$ cat config.mk
export PLATFORM = sky130hd
export DESIGN_NAME = risc_regfile_mp
export DESIGN_NICKNAME = d
export VERILOG_FILES = /design/src/rtl/risc_rf_pkg.sv /design/src/rtl/risc_rf_scoreboard.sv /design/src/rtl/risc_regfile_mp.sv
export SDC_FILE = /design/constraint.sdc
export NUM_CORES = 1
export LEC_CHECK = 0
export CORE_ASPECT_RATIO = 0.6
export CORE_UTILIZATION = 52
export CTS_CLUSTER_DIAMETER = 60
export DETAILED_ROUTE_END_ITERATION = 10
export PLACE_DENSITY = 0.82
export REMOVE_ABC_BUFFERS = 1
export SYNTH_ARGS = -nofsm -noshare
export SYNTH_HDL_FRONTEND = slang
export SYNTH_SLANG_ARGS = --single-unit
export TNS_END_PERCENT = 1
$ cat constraint.sdc
create_clock -name clk -period 4.1 [get_ports clk]
set_clock_uncertainty 0.2 [all_clocks]
set_input_delay 0.82 -clock clk [delete_from_list [all_inputs] [get_ports clk]]
set_output_delay 0.82 -clock clk [all_outputs]
set_load 0.01 [all_outputs]
$ cat src/rtl/risc_rf_pkg.sv
// Shared constants and helpers for the multi-ported RISC register file.
// Optional same-cycle write bypass on read ports: define RISC_RF_BYPASS_EN.
package risc_rf_pkg;

   localparam int unsigned DEF_DATA_W   = 16;
   localparam int unsigned DEF_NUM_REGS = 8;
   localparam int unsigned REG_ZERO     = 0;

   // Index width for a register file of num_regs entries (at least one bit).
   function automatic int unsigned addr_w(input int unsigned num_regs);
      return (num_regs > 1) ? $clog2(num_regs) : 1;
   endfunction

endpackage

$ cat src/rtl/risc_rf_scoreboard.sv
// Pending-register tracker: one pending bit per architectural register plus a
// registered population count. Flush beats reserve, reserve beats write-clear.
module risc_rf_scoreboard
   import risc_rf_pkg::*;
#(
   parameter int unsigned NUM_REGS = DEF_NUM_REGS,
   parameter int unsigned AW       = addr_w(NUM_REGS)
) (
   input  logic                clk,
   input  logic                reset,
   input  logic                we,
   input  logic [AW-1:0]       wr_addr,
   input  logic                rsv_valid,
   input  logic [AW-1:0]       rsv_addr,
   input  logic                flush,
   output logic [NUM_REGS-1:0] pend,
   output logic [AW:0]         pend_cnt
);

   localparam int unsigned CW = AW + 1;

   logic [NUM_REGS-1:0] pend_d, pend_q;
   logic [AW:0]         pend_cnt_d, pend_cnt_q;
   logic                wr_clr, rsv_set;

   assign wr_clr  = we && (wr_addr != AW'(REG_ZERO));
   assign rsv_set = rsv_valid && (rsv_addr != AW'(REG_ZERO));

   always_comb begin
      pend_d = pend_q;
      if (wr_clr) begin
         pend_d[wr_addr] = 1'b0;
      end
      if (rsv_set) begin
         pend_d[rsv_addr] = 1'b1;
      end
      if (flush) begin
         pend_d = '0;
      end
      pend_d[REG_ZERO] = 1'b0;
   end

   // Count is taken from the next-state vector so it tracks the bits exactly.
   always_comb begin
      pend_cnt_d = '0;
      for (int i = 0; i < NUM_REGS; i++) begin
         pend_cnt_d = pend_cnt_d + CW'(pend_d[i]);
      end
   end

   always_ff @(posedge clk or posedge reset) begin
      if (reset) begin
         pend_q     <= '0;
         pend_cnt_q <= '0;
      end else begin
         pend_q     <= pend_d;
         pend_cnt_q <= pend_cnt_d;
      end
   end

   assign pend     = pend_q;
   assign pend_cnt = pend_cnt_q;

endmodule

$ cat src/rtl/risc_regfile_mp.sv
// Multi-read-port register file with hardwired-zero R0 and a pending scoreboard.
// Define RISC_RF_BYPASS_EN to forward same-cycle writeback data to read ports.
module risc_regfile_mp
   import risc_rf_pkg::*;
#(
   parameter  int unsigned DATA_W   = DEF_DATA_W,
   parameter  int unsigned NUM_REGS = DEF_NUM_REGS,
   parameter  int unsigned NUM_RD   = 2,
   localparam int unsigned AW       = addr_w(NUM_REGS)
) (
   input  logic                     clk,
   input  logic                     reset,
   input  logic                     we,
   input  logic [AW-1:0]            wr_addr,
   input  logic [DATA_W-1:0]        wr_data,
   input  logic                     rsv_valid,
   input  logic [AW-1:0]            rsv_addr,
   input  logic                     flush,
   input  logic [NUM_RD*AW-1:0]     rd_addr,
   output logic [NUM_RD*DATA_W-1:0] rd_data,
   output logic [NUM_RD-1:0]        rd_busy,
   output logic [AW:0]              pend_cnt
);

   logic [DATA_W-1:0]   regs_d [NUM_REGS];
   logic [DATA_W-1:0]   regs_q [NUM_REGS];
   logic [NUM_REGS-1:0] pend;
   logic                wr_en;

   assign wr_en = we && (wr_addr != AW'(REG_ZERO));

   always_comb begin
      regs_d = regs_q;
      if (wr_en) begin
         regs_d[wr_addr] = wr_data;
      end
      regs_d[REG_ZERO] = '0;
   end

   always_ff @(posedge clk or posedge reset) begin
      if (reset) begin
         regs_q <= '{default: '0};
      end else begin
         regs_q <= regs_d;
      end
   end

   risc_rf_scoreboard #(
      .NUM_REGS (NUM_REGS),
      .AW       (AW)
   ) u_scoreboard (
      .clk       (clk),
      .reset     (reset),
      .we        (we),
      .wr_addr   (wr_addr),
      .rsv_valid (rsv_valid),
      .rsv_addr  (rsv_addr),
      .flush     (flush),
      .pend      (pend),
      .pend_cnt  (pend_cnt)
   );

   for (genvar k = 0; k < NUM_RD; k++) begin : g_rd
      logic [AW-1:0] ra;
      assign ra = rd_addr[k*AW +: AW];
`ifdef RISC_RF_BYPASS_EN
      logic hit;
      // A forwarded value is the freshest result, so it is never reported busy.
      assign hit                        = wr_en && (ra == wr_addr);
      assign rd_data[k*DATA_W +: DATA_W] = hit ? wr_data : regs_q[ra];
      assign rd_busy[k]                 = pend[ra] & ~hit;
`else
      assign rd_data[k*DATA_W +: DATA_W] = regs_q[ra];
      assign rd_busy[k]                 = pend[ra];
`endif
   end

endmodule

==> After elaboration in Yosys (flattened, before gate mapping) <==
Cells that the tools add are included.
{ "word_totals": {"reg_bits": 123, "wordCells": 58, "inputBits": 33, "out_inout_bits": 38} }
{ "op_classes": {"n_mux": 20, "bitwise": 6, "order_cmp": 10, "addsub": 6, "reduce_logical": 7} }
{ "ops": {"columns": ["operator", "count"], "rows": [
  ["$bwmux W128", 1],
  ["$bmux W16 S3", 2],
  ["$mux W16", 5],
  ["$demux W16 S3", 1],
  ["$mux W8", 3],
  ["$add A4 B1 Y4", 5],
  ["$lt A3 B4 Y1 const B", 4],
  ["$ge A4 B4 Y1 const B", 3],
  ["$not A3 Y4", 3],
  ["$and A8 B8 Y8", 1],
  ["$not A8 Y8", 1],
  ["$or A8 B8 Y8", 1],
  ["$bmux W1 S3", 2],
  ["$demux W1 S3", 2],
  ["$ge A3 B1 Y1 const B", 2],
  ["$reduce_bool A3 Y1", 2],
  ["$logic_and A1 B1 Y1", 5],
  ["$lt A4 B1 Y1 const B", 1],
  ["$mux W1", 4],
  ["$add A1 B1 Y2", 1]
]} }

==> Logic depth before layout (Yosys ltp) <==
Gate-level depths: netlist (run 1).
{ "depth": {"word_depth": 16, "ltp_mapped": 15, "ltp_nobuf": 12} }

==> Hierarchy <==
Synthesis (run 1) repeated with hierarchy kept, for this count alone.
{ "hier_totals": {"cells_unflattened": 501, "hier_area_um2": 6960.4} }
{ "by_module_without_submodules": {"columns": ["mod", "instances", "cells_per_inst", "seq_area_each_um2", "area_each_um2"], "rows": [
  ["risc_regfile_mp", 1, 450, 2802.7, 6322.3],
  ["risc_rf_scoreboard", 1, 51, 250.2, 638.1]
]} }

==> Worst setup path before layout (run 1) <==
Ideal clock, no wire load.
{ "synth_path": {"path_kind": "input to register", "from": "input port wr_addr[2]", "to": "register u_scoreboard.pend_cnt_q[2] (netlist: u_scoreboard.pend_cnt[2])", "slack_ps": 90, "t_required_ps": 3777, "path_buffers": 3, "path_stages": 15, "setup_time_ps": 123, "arrival_ps": 3688, "cell_sequence": "buf_4 and4bb_1 buf_6 buf_12 o32a_1 nor2_1 ha_1 inv_1 fa_1 inv_1 fa_1 ha_1 inv_1 fa_1 xnor2_1"} }
{ "synth_between": {"elab_chain_len": 16, "elab_cells_between_ends": 19, "classes_between": "add/sub (6); order compare (2); mux (5); bitwise (3); reduce/logical (3)"} }
{ "synth_rtl": {"columns": ["element", "line", "source"], "rows": [
  ["start, declared", "risc_regfile_mp.sv:14", "input logic [AW-1:0] wr_addr,"],
  ["$lt A3 B4 Y1 (not written as such) / $ge A3 B1 Y1 (equally long branches)", "risc_rf_scoreboard.sv:32", "pend_d[wr_addr] = 1'b0;"],
  ["$logic_and A1 B1 Y1 (not written as such)", "risc_rf_scoreboard.sv:32", null],
  ["$mux W1 (not written as such)", "risc_rf_scoreboard.sv:32", null],
  ["$demux W1 S3", null, null],
  ["$not A8 Y8 (no line)", null, null],
  ["$and A8 B8 Y8 (no line)", null, null],
  ["$mux W8 (*)", "risc_rf_scoreboard.sv:31", "if (wr_clr) begin"],
  ["$or A8 B8 Y8 (no line)", null, null],
  ["$mux W8 (*)", "risc_rf_scoreboard.sv:34", "if (rsv_set) begin"],
  ["$mux W8 (*)", "risc_rf_scoreboard.sv:37", "if (flush) begin"],
  ["net u_scoreboard.pend_d[2]", "risc_rf_scoreboard.sv:22", "logic [NUM_REGS-1:0] pend_d, pend_q;"],
  ["$add A1 B1 Y2 (*)", "risc_rf_scoreboard.sv:47", "pend_cnt_d = pend_cnt_d + CW'(pend_d[i]);"],
  ["$add A4 B1 Y4 (*) (5 in series)", "risc_rf_scoreboard.sv:47", null],
  ["net u_scoreboard.pend_cnt_d[2]", "risc_rf_scoreboard.sv:23", "logic [AW:0] pend_cnt_d, pend_cnt_q;"],
  ["end signal, assigned", "risc_rf_scoreboard.sv:57", "pend_cnt_q <= pend_cnt_d;"],
  ["end, declared", "risc_rf_scoreboard.sv:23", null]
]} }
Mark *: on every way through the listed nets, which the timed path passes. The rest lies on a longest branch.
A chain may end at the register's enable or synchronous reset.

==> Worst setup path in the final report (run 1) <==
{ "layout_path": {"from": "input port rd_addr[0]", "to": "output port rd_data[15]"} }
{ "layout_between": {"elab_chain_len": 4} }
{ "layout_rtl": {"columns": ["element", "line", "source"], "rows": [
  ["start, declared", "risc_regfile_mp.sv:19", "input logic [NUM_RD*AW-1:0] rd_addr,"],
  ["$not A3 Y4 (not written as such)", "risc_regfile_mp.sv:73", "assign rd_data[k*DATA_W +: DATA_W] = regs_q[ra];"],
  ["$bmux W16 S3", "risc_regfile_mp.sv:73", null],
  ["$mux W16 (not written as such) (2 in series)", "risc_regfile_mp.sv:73", null],
  ["end, declared", "risc_regfile_mp.sv:20", "output logic [NUM_RD*DATA_W-1:0] rd_data,"]
]} }
No other way between the ends. The select of a mux whose other input is x is not followed.

==> results of run 1 <==
final timing paths:
check	startpoint	end	slack [ns]	cells after the start
worst min-delay path	regs_q[78]$_DFFE_PP0P_	regs_q[78]$_DFFE_PP0P_	0.33	1
worst max-delay path	rd_addr[0]	rd_data[15]	0.09	7
min in group asynchronous	reset	regs_q[21]$_DFFE_PP0P_	0.58	2
worst max register to register	u_scoreboard.pend[2]$_DFF_PP0_	u_scoreboard.pend_cnt[2]$_DFF_PP0_	0.98	12
worst min register to register	regs_q[78]$_DFFE_PP0P_	regs_q[78]$_DFFE_PP0P_	0.33	1
max in group asynchronous	reset	regs_q[59]$_DFFE_PP0P_	2.31	3
flip-flops by register name, summed over array words and instances, names as in the netlist:
register               cells
regs_q                   112
u_scoreboard.pend          7
u_scoreboard.pend_cnt      4
area by class of cell:
cell class	count	area (um2)
Clock buffer	26	509
Clock inverter	6	108
Fill cell	915	4480
Inverter	10	40.0
Multi-Input combinational cell	348	3540
Sequential cell	123	3080
Tap cell	170	213
Timing Repair Buffer	105	1000
power breakdown:
part / switching, mW / total (mW) / internal, mW
registers: 0.194 / 1.66 / 1.47
logic: 0.400 / 0.995 / 0.594
clock network: 0.537 / 1.57 / 1.04
timing repair:
item / 4_1_cts / 5_1_grt
gates resized for setup: 1 / 2
setup buffers: 0 / 0
setup endpoints to repair: 1 / 10
synthesized netlist by cell type (2+ instances only):
| cell | instances | area share [%] |
|---|---|---|
| fa_1 | 3 | 0.86 |
| a221oi_1 | 50 | 6.3 |
| o22ai_1 | 17 | 1.5 |
| a21oi_1 | 7 | 0.50 |
| buf_1 | 2 | 0.11 |
| buf_4 | 5 | 0.54 |
| mux2_4 | 29 | 6.2 |
| buf_6 | 12 | 1.9 |
| nor2b_1 | 7 | 0.63 |
| and4bb_1 | 3 | 0.54 |
| clkbuf_1 | 6 | 0.32 |
| a21o_1 | 2 | 0.21 |
| nor2_1 | 18 | 0.97 |
| nand2_1 | 8 | 0.43 |
| buf_2 | 17 | 1.2 |
| nand3_1 | 2 | 0.14 |
| inv_1 | 10 | 0.54 |
| nand2b_1 | 3 | 0.27 |
| buf_12 | 3 | 0.86 |
| nand4b_4 | 3 | 1.0 |
| ha_1 | 4 | 0.72 |
| mux2i_1 | 34 | 4.9 |
| dfrtp_1 | 123 | 44 |
| mux2_2 | 150 | 24 |
per-stage QoR:
step                hold slack [ns]  utilization (%)  instance area, um2  worst slack [ns]  cells
finish                        0.328             65.4                8490            0.0934    788
detailed placement            0.311             60.6                7860            -0.194    756
global placement              0.294             60.6                7860           -0.0866    756
floorplan                     0.281                -                6640            -0.191    481
CTS                           0.327             65.4                8480            0.0256    788
global route                  0.341             65.4                8490            0.0188    788
kinds of logic after synthesis:
group	after synthesis
fa+ha+maj	7
compound gates	79
buf+inv	56
xor+xnor	1
simple gates	47
mux	214
flops	123
layer usage:
layer	vias to the layer above	part of all wire, %
li1	2159	-
met1	2597	47
met2	236	44
met5	-	0
met4	0	1.2
met3	23	7.8
layout by cell type, fill, tap and decap left out, types with 2 or more instances in the layout:
cell type | Yosys | final
a21oi_1 | 7 | 7
nor2b_2 | 0 | 2
inv_1 | 10 | 9
a221oi_1 | 50 | 49
clkdlybuf4s50_1 | 0 | 68
o22ai_1 | 17 | 17
buf_4 | 5 | 31
nand2b_1 | 3 | 3
mux2_2 | 150 | 150
clkbuf_1 | 6 | 4
nor2b_1 | 7 | 5
dfrtp_1 | 123 | 123
clkinv_2 | 0 | 2
buf_12 | 3 | 4
a21o_1 | 2 | 2
nand2_1 | 8 | 8
fa_1 | 3 | 3
clkbuf_16 | 0 | 17
nand4b_4 | 3 | 3
ha_1 | 4 | 4
nand3_1 | 2 | 2
nor2_1 | 18 | 18
buf_2 | 17 | 2
mux2i_1 | 34 | 34
clkbuf_8 | 0 | 5
and4bb_1 | 3 | 3
bufinv_16 | 0 | 3
mux2_4 | 29 | 29
==> results.yml, run 1 <==
status:
  status: "finished clean"
clocking:
  htree_num_levels: 4
  cts_buffers: 17
  cts_tree: "yes"
  root_buffer: "clkbuf_16"
  hold_buffers: 0
  clk_latency_ns: 0.41
  clockBufferDepth: 2
  clock_sinks: 123
  path_clk_slew_ns: 0.05
critical_path:
  cp_max_fo: 20
  setup.worst_path.end_class: "primary output"
  criticalPathCategory: "input port to primary output"
  critical_path.max_stage_delay_ns: 0.58
  cp-start-kind: "input port"
  worst_ep_arrival_time_ns: 2.99
  path_cells: "clkdlybuf4s50_1 > buf_4 > nand2b_1 > buf_4 > o22ai_1 > nor2_1 > clkdlybuf4s50_1"
  cpLargestDelayFamily: "buffers and inverters"
  cp.required_ns: 3.08
  worst-path-buf-inv: 4
  cpMaxStageDelayCell: "clkdlybuf4s50_1"
final_layout:
  antenna_cells: 0
  syn_to_final_growth_pct: 21.4
  fin_nets: 645
  drive_gt1_share_pct: 40.8
grt:
  grt_pass1_wl_um: 29400
  grt.total_usage_pct: 28.8
  use_met1_pct: 42.1
  grt_pass1_vias: 5143
  met2_usage_pct: 41.3
  grt_most_used_layer: "met1"
  grt_max_degree: 90
  use_met3_pct: 8.86
  grt_overflow: 0
  antenna_found_initial: 0
timing:
  finalHoldViolCount: 0
  fin_crit_sh_pct: 97.7
  tightest_slew_ns: 0.550
  slew_headroom_pct: 63.2
  setup_tns_ns: 0
  drv_slew: 0
  rsz0062_at_grt: "no"
  setup_viol: 0
  post-route-min-period_ns: 4.01
  timing.fmax_mhz: 250
synthesis:
  post_synth_instance_area_um2: 7000
  synth_edf_count: 0
  synth_cell_type_count: 33
  yosys_register_bits: 123
  syn_inst: 527
  synthAdderAreaFrac_pct: 1.57
  synthMuxAreaShare_pct: 35.4
  synth-simple-area-share_pct: 4.47
  async_flop_share_pct: 100
  yosysWarnings: 0
  synth_top_family_by_area: "multiplexers"
  synth.avg_cell_area_um2: 13.3
  ys.flop_type: "dfrtp_1"
  synth-compound-area-share_pct: 8.85
  synthXorXnorAreaFrac_pct: 0.125
  yosysSeqAreaShare_pct: 44.0
floorplan:
  core-area_um2: 13000
  fp.dieW_um: 152
  start_util_pct: 53.9
  die-area_um2: 13900
  rows: 32
  pin_count: 71
  fp.dieH_um: 91.8
power:
  total_power_mw: 4.23
  p_leak_nw: 3.67
  peakVddDrop_mv: 0.257
  p_per_area_nw_per_um2: 498
route:
  drc: 0
  postRouteAntennaNets: 0
  wire_per_inst_um: 24.1
  vias_per_cell: 6.36
  dr.pass1.iters: 5
  wl_um: 19000
  vias: 5015
  drtIter0Drc: 341
placed_design:
  hpwl_um: 12100
  gp_congestion: 0.855
  portBuffers: 70
flow_run:
  cap_violations: 0
worst_hold_path:
  hp-class: "flop to flop"
(Power assumes the default switching activity.)
==> run 2: changes to the inputs <==
--- a/config.mk
+++ b/config.mk
@@ -11,6 +11,7 @@
 export DETAILED_ROUTE_END_ITERATION = 10
 export PLACE_DENSITY = 0.82
 export REMOVE_ABC_BUFFERS = 1
+export SKIP_LAST_GASP = 1
 export SYNTH_ARGS = -nofsm -noshare
 export SYNTH_HDL_FRONTEND = slang
 export SYNTH_SLANG_ARGS = --single-unit
==> results.yml, run 2 (synthesis gave the netlist of run 1 again) <==
grt:
  grt_pass1_vias: 5143
  grt_overflow: 0
  grt_max_degree: 90
  grt_pass1_wl_um: 29400
  grt.total_usage_pct: 28.8
  antenna_found_initial: 0
route:
  wire_per_inst_um: 24.0
  drtIter0Drc: 381
  wl_um: 18900
  vias: 5053
  drc: 0
  postRouteAntennaNets: 0
  vias_per_cell: 6.41
  dr.pass1.iters: 5
critical_path:
  cp_max_fo: 20
  cp-start-kind: "input port"
  crit_start: "rd_addr[0]"
  critical_path.max_stage_delay_ns: 0.58
  worst_ep_arrival_time_ns: 2.97
  setup.worst_path.end_class: "primary output"
  path_cells: "clkdlybuf4s50_1 > buf_4 > nand2b_1 > buf_4 > o22ai_1 > nor2_1 > clkdlybuf4s50_1"
  cp.required_ns: 3.08
  rrSetupSlack_ns: 0.98
  reg2reg_depth: 12
  r2r-end: "u_scoreboard.pend_cnt[1]$_DFF_PP0_"
  cpMaxStageDelayCell: "clkdlybuf4s50_1"
  criticalPathCategory: "input port to primary output"
  worstReg2RegStart: "u_scoreboard.pend[2]$_DFF_PP0_"
timing:
  setup_viol: 0
  finalHoldViolCount: 0
  rsz0062_at_grt: "yes"
  hold_slack_ns: 0.328
  post-route-min-period_ns: 3.99
  tightest_slew_ns: 0.569
  fin_crit_sh_pct: 97.3
  timing.fmax_mhz: 251
  drv_slew: 0
  slew_headroom_pct: 61.9
  setup_tns_ns: 0
  worst_slack_ns: 0.112
final_layout:
  drive_gt1_share_pct: 40.6
  fin_nets: 645
  syn_to_final_growth_pct: 21.3
  largest_register_ffs: 112
  seq_area_um2: 3080
  layout_commonest_cell: "mux2_2"
  largest_register: "regs_q"
  final_cell_mix: "mux2_2, dfrtp_1, clkdlybuf4s50_1, a221oi_1, mux2i_1"
  multi_input_area_um2: 3530
  antenna_cells: 0
  fill_cells: 918
clocking:
  clk_latency_ns: 0.42
  cts_tree: "yes"
  root_buffer: "clkbuf_16"
  htree_num_levels: 4
  clockBufferDepth: 2
  path_clk_slew_ns: 0.06
  cts_buffers: 17
  cts_setup_buffers: 0
  hold_buffers: 0
  clock_sinks: 123
worst_hold_path:
  hp-class: "flop to flop"
  min_from: "regs_q[45]$_DFFE_PP0P_"
  hold_end: "regs_q[45]$_DFFE_PP0P_"
  holdPathStages: 1
floorplan:
  core-area_um2: 13000
  pin_count: 71
  die-area_um2: 13900
  fp.dieH_um: 91.8
  fp.dieW_um: 152
  rows: 32
  start_util_pct: 53.9
power:
  p_per_area_nw_per_um2: 498
  p_leak_nw: 3.67
  peakVddDrop_mv: 0.256
placed_design:
  portBuffers: 70
  gp_congestion: 0.855
  dp_slack_ns: -0.194
  hpwl_um: 12100
flow_run:
  cap_violations: 0
status:
  status: "finished clean"
run 2: cell counts in the layout (fill, tap and decap cells not counted):
Identical to the previous run, type by type.
run 2: per-stage QoR:
step | total power, mW | cell area [um2] | std cells | utilization [%]
finish | 4.22 | 8480 | 788 | 65.4
global route | 4.40 | 8480 | 788 | 65.4
CTS | 4.22 | 8480 | 788 | 65.4
detailed placement | 2.64 | 7860 | 756 | 60.6
global placement | 2.58 | 7860 | 756 | 60.6
floorplan | 2.24 | 6640 | 481 | -
run 2: how the worst max path moves through the flow:
stage	cells past startpoint	endpoint
after global placement	13	u_scoreboard.pend_cnt[1]$_DFF_PP0_
after CTS	5	rd_data[23]
after detailed placement	13	u_scoreboard.pend_cnt[1]$_DFF_PP0_
final	7	rd_data[15]
after global routing	6	rd_busy[1]
after floorplan	1	regs_q[0]$_DFFE_PP0P_
run 2: layout make-up:
class                           instances  area share, %
Multi-Input combinational cell        348           41.6
Inverter                               10          0.472
Sequential cell                       123           36.3
Clock buffer                           26           6.00
Timing Repair Buffer                  105           11.8
Tap cell                              170           2.51
Clock inverter                          6           1.27
run 2: critical path: cells and delay by family:
family / cells / cell delay, ns
buffers and inverters: 4 / 1.64
AO/OA/AOI/OAI: 1 / 0.14
AND/OR/NAND/NOR: 2 / 0.36
run 2: power breakdown:
group          switching, mW  leakage (nW)  internal (mW)
clock                  0.535         0.301           1.04
combinational          0.398          1.87          0.594
sequential             0.194          1.49           1.47
run 2: layer usage:
| metal | track usage, % | part of all wire [%] | up-vias | wire length, um |
|---|---|---|---|---|
| li1 | - | - | 2160 | - |
| met1 | 42.1 | 46 | 2619 | 8750 |
| met2 | 41.3 | 45 | 250 | 8460 |
| met3 | 8.86 | 7.8 | 24 | 1480 |
| met4 | 7.26 | 1.2 | 0 | 229 |
| met5 | 0 | 0 | - | 0 |
run 2: timing repair:
item,4_1_cts,5_1_grt
gates resized for setup,1,1
endpoints found under the hold margin,0,0
setup endpoints to repair,1,10
==> run 3: changes to the inputs <==
--- a/config.mk
+++ b/config.mk
@@ -11,6 +11,7 @@
 export DETAILED_ROUTE_END_ITERATION = 10
 export PLACE_DENSITY = 0.82
 export REMOVE_ABC_BUFFERS = 1
+export SETUP_SLACK_MARGIN = 0.1
 export SKIP_LAST_GASP = 1
 export SYNTH_ARGS = -nofsm -noshare
 export SYNTH_HDL_FRONTEND = slang
==> results of run 3 <==
No change in the layout: final DEF, timing and power equal those of run 2.
